`config.mk`:
```
export PLATFORM = sky130hd
export DESIGN_NAME = bram_pipelined_adapter
export DESIGN_NICKNAME = d
export VERILOG_FILES = /design/src/rtl/bram_pipelined_adapter.sv
export SDC_FILE = /design/constraint.sdc
export NUM_CORES = 1
export LEC_CHECK = 0
export CAP_MARGIN = 10
export CELL_PAD_IN_SITES_DETAIL_PLACEMENT = 1
export CELL_PAD_IN_SITES_GLOBAL_PLACEMENT = 1
export CORE_AREA = 2 2 363 365
export DETAILED_ROUTE_END_ITERATION = 10
export DIE_AREA = 0 0 365 367
export PLACE_DENSITY = 0.53
export REMOVE_ABC_BUFFERS = 1
export SETUP_SLACK_MARGIN = 0.5
export SLEW_MARGIN = 15
export SYNTH_ARGS = -nofsm -noshare
export SYNTH_HDL_FRONTEND = slang
export SYNTH_SLANG_ARGS = --single-unit
```
`constraint.sdc`:
```
create_clock -name clk -period 8.2 [get_ports clk]
set_input_delay 2.46 -clock clk [delete_from_list [all_inputs] [get_ports clk]]
set_output_delay 2.46 -clock clk [all_outputs]
set_load 0.03 [all_outputs]
```
`src/rtl/bram_pipelined_adapter.sv`:
```
// Arbitrates N ready/valid GPU channels onto one native BRAM port, one request per cycle,
// with pipelined reads returned in issue order as per-channel response pulses.
module bram_pipelined_adapter #(
  parameter int DATA_WIDTH    = 32,
  parameter int ADDR_WIDTH    = 32,
  parameter int NUM_CHANNELS  = 8,
  parameter int READ_LATENCY  = 1,
  parameter int WRITE_ENABLE  = 1,
  parameter int PRIORITY_MODE = 0
) (
  input  logic                                      clk,
  input  logic                                      reset,
  input  logic [NUM_CHANNELS-1:0]                   gpu_req_valid,
  output logic [NUM_CHANNELS-1:0]                   gpu_req_ready,
  input  logic [NUM_CHANNELS-1:0][ADDR_WIDTH-1:0]   gpu_req_addr,
  input  logic [NUM_CHANNELS-1:0]                   gpu_w_valid,
  input  logic [NUM_CHANNELS-1:0][DATA_WIDTH-1:0]   gpu_w_data,
  input  logic [NUM_CHANNELS-1:0][DATA_WIDTH/8-1:0] gpu_w_strb,
  output logic [NUM_CHANNELS-1:0]                   gpu_w_ready,
  output logic [NUM_CHANNELS-1:0]                   gpu_resp_valid,
  output logic [NUM_CHANNELS-1:0][DATA_WIDTH-1:0]   gpu_resp_data,
  output logic                                      bram_en,
  output logic [ADDR_WIDTH-1:0]                     bram_addr,
  output logic [DATA_WIDTH/8-1:0]                   bram_we,
  output logic [DATA_WIDTH-1:0]                     bram_din,
  input  logic [DATA_WIDTH-1:0]                     bram_dout,
  output logic                                      idle
);

  localparam int STRB_W = DATA_WIDTH / 8;
  localparam int ID_W   = (NUM_CHANNELS > 1) ? $clog2(NUM_CHANNELS) : 1;
  localparam int STAGES = READ_LATENCY + 1;

  typedef struct packed {
    logic            valid;
    logic [ID_W-1:0] id;
  } rd_tag_t;

  logic [NUM_CHANNELS-1:0] req;
  logic [NUM_CHANNELS-1:0] wr;
  logic                    grant_valid;
  logic [ID_W-1:0]         grant_id;
  logic                    grant_write;
  logic [ID_W-1:0]         cand;

  logic [ID_W-1:0]         last_grant_q, last_grant_d;
  logic                    en_q, en_d;
  logic [STRB_W-1:0]       we_q, we_d;
  logic [ADDR_WIDTH-1:0]   addr_q, addr_d;
  logic [DATA_WIDTH-1:0]   din_q, din_d;
  rd_tag_t [STAGES-1:0]    pipe_q, pipe_d;
  rd_tag_t                 tail;

  logic [NUM_CHANNELS-1:0]                 resp_valid_q, resp_valid_d;
  logic [NUM_CHANNELS-1:0][DATA_WIDTH-1:0] resp_data_q, resp_data_d;

  // A channel's write strobe alone raises a request only when writes are supported.
  always_comb begin
    req = gpu_req_valid;
    wr  = '0;
    if (WRITE_ENABLE != 0) begin
      req = gpu_req_valid | gpu_w_valid;
      wr  = gpu_w_valid;
    end
  end

  always_comb begin
    // NOTE: every signal written here gets a default first, so no latch can be inferred.
    grant_valid = 1'b0;
    grant_id    = '0;
    cand        = '0;
    if (PRIORITY_MODE != 0) begin
      for (int i = NUM_CHANNELS - 1; i >= 0; i--) begin
        if (req[i]) begin
          grant_valid = 1'b1;
          grant_id    = ID_W'(i);
        end
      end
    end else begin
      for (int k = 1; k <= NUM_CHANNELS; k++) begin
        cand = ID_W'((int'(last_grant_q) + k) % NUM_CHANNELS);
        if (!grant_valid && req[cand]) begin
          grant_valid = 1'b1;
          grant_id    = cand;
        end
      end
    end
    if (!reset) grant_valid = 1'b0;
    grant_write = grant_valid & wr[grant_id];
  end

  assign gpu_req_ready = grant_valid ? (NUM_CHANNELS'(1) << grant_id) : '0;
  assign gpu_w_ready   = (WRITE_ENABLE != 0) ? gpu_req_ready : '0;

  // Request side: the BRAM command register and the read-tag shift pipeline.
  always_comb begin
    en_d         = grant_valid;
    we_d         = '0;
    addr_d       = addr_q;
    din_d        = din_q;
    last_grant_d = last_grant_q;
    if (grant_valid) begin
      addr_d       = gpu_req_addr[grant_id];
      last_grant_d = grant_id;
      if (grant_write) begin
        we_d  = gpu_w_strb[grant_id];
        din_d = gpu_w_data[grant_id];
      end
    end
    pipe_d[0].valid = grant_valid & ~grant_write;
    pipe_d[0].id    = grant_id;
    for (int s = 1; s < STAGES; s++) pipe_d[s] = pipe_q[s-1];
  end

  // The last tag stage lines up with the cycle in which bram_dout carries its data.
  always_comb begin
    tail         = pipe_q[READ_LATENCY];
    resp_valid_d = '0;
    resp_data_d  = resp_data_q;
    if (tail.valid) begin
      resp_valid_d[tail.id] = 1'b1;
      resp_data_d[tail.id]  = bram_dout;
    end
    idle = ~en_q;
    for (int s = 0; s < STAGES; s++) begin
      if (pipe_q[s].valid) idle = 1'b0;
    end
  end

  always_ff @(posedge clk or negedge reset) begin
    if (!reset) begin
      en_q         <= 1'b0;
      we_q         <= '0;
      addr_q       <= '0;
      din_q        <= '0;
      last_grant_q <= ID_W'(NUM_CHANNELS - 1);
      pipe_q       <= '0;
      resp_valid_q <= '0;
      // NOTE: the response data array is reset because its value is visible on the
      // ports; the BRAM contents behind this adapter are never reset.
      resp_data_q  <= '0;
    end else begin
      // NOTE: non-blocking updates make every register sample the same pre-edge values.
      en_q         <= en_d;
      we_q         <= we_d;
      addr_q       <= addr_d;
      din_q        <= din_d;
      last_grant_q <= last_grant_d;
      pipe_q       <= pipe_d;
      resp_valid_q <= resp_valid_d;
      resp_data_q  <= resp_data_d;
    end
  end

  assign bram_en        = en_q;
  assign bram_we        = we_q;
  assign bram_addr      = addr_q;
  assign bram_din       = din_q;
  assign gpu_resp_valid = resp_valid_q;
  assign gpu_resp_data  = resp_data_q;

endmodule

```
; ---- Word-level counts from Yosys, hierarchy flattened
; Index checks and enable logic that the tools add are counted.
[classes]
n_lt_le_gt_ge = 11
shift = 1
n_reduce_logical = 16
n_mux = 52
n_addsub = 8
bitwise_logic = 5
[op_table]
columns = operator, count
row1 = 256-bit bitwise mux, 1
row2 = 32-bit binary-select mux with 3-bit select, 2
row3 = 32-bit demux with 3-bit select, 1
row4 = 32-bit two-way mux, 3
row5 = "3-bit by 4-bit < comparator with 1-bit output, second input constant", 10
row6 = 1-bit binary-select mux with 3-bit select, 9
row7 = 3-bit two-way mux, 8
row8 = 1-bit two-way mux, 21
row9 = 8-bit two-way mux, 2
row10 = "3-bit adder, second input constant", 4
row11 = 4-bit binary-select mux with 3-bit select, 1
row12 = 4-bit two-way mux, 3
row13 = 1-bit logical AND, 8
row14 = 8-bit bitwise OR, 1
row15 = "1-bit by 3-bit left shift with 8-bit output, first input constant", 1
row16 = 1-bit logical NOT, 7
row17 = "3-bit by 1-bit adder with 3-bit output, second input constant", 2
row18 = "3-bit by 2-bit adder with 3-bit output, second input constant", 2
row19 = 1-bit demux with 3-bit select, 1
row20 = "3-bit by 1-bit >= comparator with 1-bit output, second input constant", 1
row21 = 1-bit bitwise AND, 2
row22 = 1-bit inverter, 2
row23 = 2-bit AND reduction, 1
[totals]
register_bits = 344
input_bits = 594

; ---- Logic depth before layout (Yosys ltp)
[depth]
word_depth = 30
depth_mapped = 18

; ---- Worst setup path after synthesis
; OpenSTA, ideal clock, no wires.
[synth_path]
kind = input to output
startpoint = in gpu_req_valid[2]
endpoint = out gpu_w_ready[0]
setup_slack_ps = -150
stages = 12
arrival_time_ps = 5890
required_time_ps = 5740
n_path_buf = 3
cell_sequence = or3b_1 > and2_4 > mux4_2 > nand3_1 > nand4_2 > a2bb2oi_4 > buf_6 > nor2_1 > buf_2 > inv_2 > nor3_1 > buf_4
[synth_via]
elab_chain_cells = 27
elab_cells_between_ends = 50
classes_between = 1 x shift / 34 x mux / 1 x bitwise / 14 x reduce/logical
[synth_lines]
columns = element, line_no
row1 = from (decl), 13  ; input logic [NUM_CHANNELS-1:0] gpu_req_valid,
row2 = 8-bit bitwise OR (*), 62  ; req = gpu_req_valid | gpu_w_valid;
row3 = 1-bit binary-select mux with 3-bit select, 82  ; if (!grant_valid && req[cand]) begin
row4 = 1-bit two-way mux (implied by the code), 82
row5 = 1-bit two-way mux, 82
row6 = 1-bit logical NOT, 82
row7 = 1-bit logical AND, 82
row8 = 1-bit two-way mux, 82
row9 = 1-bit logical NOT, 82
row10 = (+11 left out), --
row11 = 1-bit logical NOT, 82
row12 = 1-bit logical AND, 82
row13 = 1-bit two-way mux, 82
row14 = 1-bit logical NOT, 82
row15 = 1-bit logical AND, 82
row16 = 3-bit two-way mux / 1-bit two-way mux (equally long branches), 82
row17 = 1-bit by 3-bit left shift with 8-bit output / 1-bit two-way mux (equally long branches), "92, 88"
row18 = 8-bit two-way mux (*), 92  ; assign gpu_req_ready = grant_valid ? (NUM_CHANNELS'(1) << grant_id) : '0;
row19 = to (decl), 19  ; output logic [NUM_CHANNELS-1:0] gpu_w_ready,
; Every way passes the cells marked *; elsewhere a longest branch is shown, timed or not. The select of a mux whose other input is x is not followed.

; ---- Worst setup path after layout
[layout_path]
startpoint = in gpu_req_valid[2]
endpoint = out gpu_req_ready[1]
[layout_via]
elab_chain_cells = 27
elab_cells_between_ends = 50
classes_between = 1 x shift / 34 x mux / 1 x bitwise / 14 x reduce/logical
[layout_lines]
columns = element, line_no
row1 = 8-bit bitwise OR (*), 62
row2 = 1-bit binary-select mux with 3-bit select, 82
row3 = 1-bit two-way mux (implied by the code), 82
row4 = 1-bit two-way mux, 82
row5 = 1-bit logical NOT, 82
row6 = 1-bit logical AND, 82
row7 = 1-bit two-way mux, 82
row8 = 1-bit logical NOT, 82
row9 = (+11 left out), --
row10 = 1-bit logical NOT, 82
row11 = 1-bit logical AND, 82
row12 = 1-bit two-way mux, 82
row13 = 1-bit logical NOT, 82
row14 = 1-bit logical AND, 82
row15 = 3-bit two-way mux / 1-bit two-way mux (equally long branches), 82
row16 = 1-bit by 3-bit left shift with 8-bit output / 1-bit two-way mux (equally long branches), "92, 88"
row17 = 8-bit two-way mux (*), 92
row18 = to (decl), 14  ; output logic [NUM_CHANNELS-1:0] gpu_req_ready,
; Marks and branches as above.

==> results_dict.tcl <==
set metrics [dict create \
    final_cells 4658 \
    fin_crit_sh_pct 93.0 \
    critPathCaptureType "output port" \
    ir_drop_mv 0.693 \
    synthXorXnorAreaFrac_pct 0.190 \
    n_fill_cell 15026 \
    die_h_um 367 \
    rsz0062_at_grt "true" \
    grt_max_degree 150 \
    skew_ns 0.0170 \
    yosysTopAreaCellShare_pct 46.3 \
    r2r_setup_slack_ns 1.93 \
    synth_flop_cell "dfrtp_1" \
    synth_area_per_cell_um2 9.69 \
    async_flop_share_pct 100 \
    p_sw_uw 9520 \
    clk_pin_slew_ns 0.06 \
    worstHoldPathCells 0 \
    crit_path_start_kind "input port" \
    worst-setup-path-type "in2out" \
    synth_top_family_by_area "simple AND/OR/NAND/NOR gates" \
    die-area_um2 134000 \
    finalHoldViolations 0 \
    hold_ws_ns 0.338 \
    synth.area.top_cells "dfrtp_1, mux2_2, nand2_1, o21ai_0, a21boi_0" \
    fin_nets 3443 \
    multi_input_area_um2 9400 \
    synthCells 1901 \
    power_frac_seq_pct 16.7 \
    slew_headroom_pct 22.3 \
    ant_nets 0 \
    synth.cell_area_um2 18400 \
    coreArea_um2 130000 \
    synth_edf_count 0 \
    tightest_slew_ns 1.17 \
    io_buffer_count 943 \
    yosysSeqAreaShare_pct 46.8 \
    antenna_found_initial 55 \
    arrival_ns 5.17 \
    clkLatencyLatePin_ns 0.60 \
    grt-ovfl-total 0 \
    muxShareOfSynthArea_pct 14.2 \
    p_int_uw 9030 \
    rr_worst_depth 19 \
    setup_violations 0 \
    p_leak_uw 0.0130 \
    ioPinCount 944 \
    yosys.cell_types.count 78 \
    period_minus_slack_ns 7.63 \
    critPathRequiredTime_ns 5.74 \
    firstDrtPassIters 7 \
    ys_warn_count 0 \
    floorplan.initialDensity_pct 14.1 \
    hp-class "reg2reg" \
    yosys.area.top_type "dfrtp_1" \
    yosys.area_share.adder_pct 0.136 \
    die_w_um 365 \
    status "complete, no violations" \
    power_frac_comb_pct 72.2 \
    maxSlewViolCount 0 \
    netlist_top_cells_count "nand2_1, dfrtp_1, mux2_2" \
    grt_pass1_wl_mm 163 \
    clock_path_buffers 3 \
    syn2layout_area_growth_pct 74.9 \
    drc 0 \
    power_frac_clock_pct 11.1 \
    hold_buffers 0 \
    track_usage_pct 16.9 \
    cts.htree.levels 2 \
    vias 19711 \
    gp_congestion 0.883 \
    power_density_nw_per_um2 576 \
    maxCapViolations 0 \
    dp_cells 4531 \
    numCtsBuffers 45 \
    dp_hpwl_mm 91.1 \
    synth_compound_area_share_pct 16.7 \
    tritoncts "yes" \
    rows 133 \
    drive_gt1_share_pct 15.7 \
    final-seq-area_um2 8610 \
    wirelength_mm 118 \
    synth.most_common_cell "nand2_1" \
    fmax_mhz 131 \
    synth_seq_cells 344 \
    cp_max_fo 4 \
    drt_iter0_drc 1133 \
    via_per_inst 4.23 \
    synthSimpleGateAreaFrac_pct 18.0 \
    grt_pass1_vias 20638 \
    swShare_pct 51.3 \
    wl_per_cell_um 25.4 \
    cts.sinks 344 \
    cts-root-buf "clkbuf_16" \
]
-- placed cells by master (no fill, tap or decap), types with 6 or more instances in the layout --
cell	n
and3_1	73
mux2_1	25
o211ai_1	12
nor3_4	6
buf_6	11
buf_4	108
o221ai_1	12
nor3_1	9
nor4_1	35
buf_12	14
a211oi_1	64
mux2i_1	39
clkinv_2	6
clkbuf_1	14
a22oi_1	54
clkdlybuf4s50_1	910
mux2_2	154
o221a_2	8
a2bb2oi_1	13
o21a_1	6
and2_1	8
o21ai_0	102
nor3_2	9
diode_2	22
a311oi_1	9
nor2_1	15
mux4_2	8
clkbuf_8	6
a21oi_1	21
nand4_1	8
a21boi_0	66
clkbuf_16	45
nand2_1	439
nand3_1	85
clkbuf_2	15
a21o_1	6
dfrtp_1	341
-- routing by layer --
| layer | up-vias | GRT usage, % | part of all wire [%] |
|---|---|---|---|
| met5 | - | 0 | 0.068 |
| met4 | 14 | 5.21 | 2.8 |
| met3 | 158 | 5.15 | 8.2 |
| met2 | 792 | 28.8 | 48 |
| met1 | 9930 | 20.3 | 41 |
| li1 | 8817 | - | - |
-- cells by family (layout without fill, tap and decap cells) --
kind of cell | Yosys count | in the layout
buffers and inverters | 173 | 1153
AOI/OAI and AO/OA | 425 | 425
and+or+nand+nor | 725 | 725
DFF | 344 | 344
muxes | 228 | 228
adders and majority gates | 2 | 2
other | 0 | 22
xor gates and xnor gates | 4 | 4
-- path summary, 6_finish.rpt --
| path | to | from |
|---|---|---|
| min in group asynchronous | gpu_resp_data[164] | reset |
| worst max register to register | bram_din[12] | last_grant_q[1] |
| worst min register to register | pipe_q[4] | pipe_d[4] |
| worst min-delay path | pipe_q[4] | pipe_d[4] |
| worst max-delay path | gpu_req_ready[1] | gpu_req_valid[2] |
| max in group asynchronous | bram_din[14] | reset |
-- power groups by stage --
stage          combinational (uW)  clock, uW  sequential, uW
2_1_floorplan                5370          0            4670
3_5_place_dp                13100          0            3120
5_1_grt                     14200       2200            3210
3_3_place_gp                13000          0            3080
4_1_cts                     13400       2150            3100
6_report                    13400       2060            3100
-- repair_timing --
item                                    CTS  global route
endpoints found under the hold margin     0             0
endpoints found under the setup margin   16            16
gates resized for setup                  68            40
setup buffers                            17             7
pin swaps                                18            16
-- metrics by stage --
| stage | cell area (um2) | worst slack [ns] | power, uW | TNS, ns | util, % |
|---|---|---|---|---|---|
| 6_report | 32200 | 0.571 | 18600 | 0 | 24.7 |
| 5_1_grt | 32200 | 0.492 | 19600 | 0 | 24.7 |
| 4_1_cts | 32100 | 0.504 | 18600 | 0 | 24.6 |
| 3_5_place_dp | 30300 | -0.104 | 16200 | -0.542 | 23.2 |
| 3_3_place_gp | 30300 | -0.0140 | 16100 | -0.0280 | 23.2 |
| 2_1_floorplan | 17700 | -5.01 | 10000 | -155.91 | - |
-- sequential cells by signal (all words and copies together) (netlist names), 3 cells and up --
name            cells
pipe_d              4
last_grant_q        3
bram_addr          32
pipe_q              4
bram_we             4
gpu_resp_data     256
bram_din           32
gpu_resp_valid      8
-- layout make-up --
type	count	area share, %
Multi-Input combinational cell	1384	29.2
Clock buffer	65	3.91
Tap cell	1755	6.82
Sequential cell	344	26.7
Clock inverter	16	0.691
Antenna cell	22	0.171
Timing Repair Buffer	1060	32.3
Inverter	12	0.159
-- critical path, stage by stage --
cell       delay, ns
clkbuf_2        0.11
or3b_4          0.44
and2_4          0.18
mux4_2          0.50
buf_6           0.15
nor4_4          0.30
buf_4           0.17
a2bb2oi_4       0.17
nor2_4          0.08
buf_4           0.14
nor3_2          0.18
buf_4           0.16
buf_6           0.13
Power figures use the tool's default switching activity.
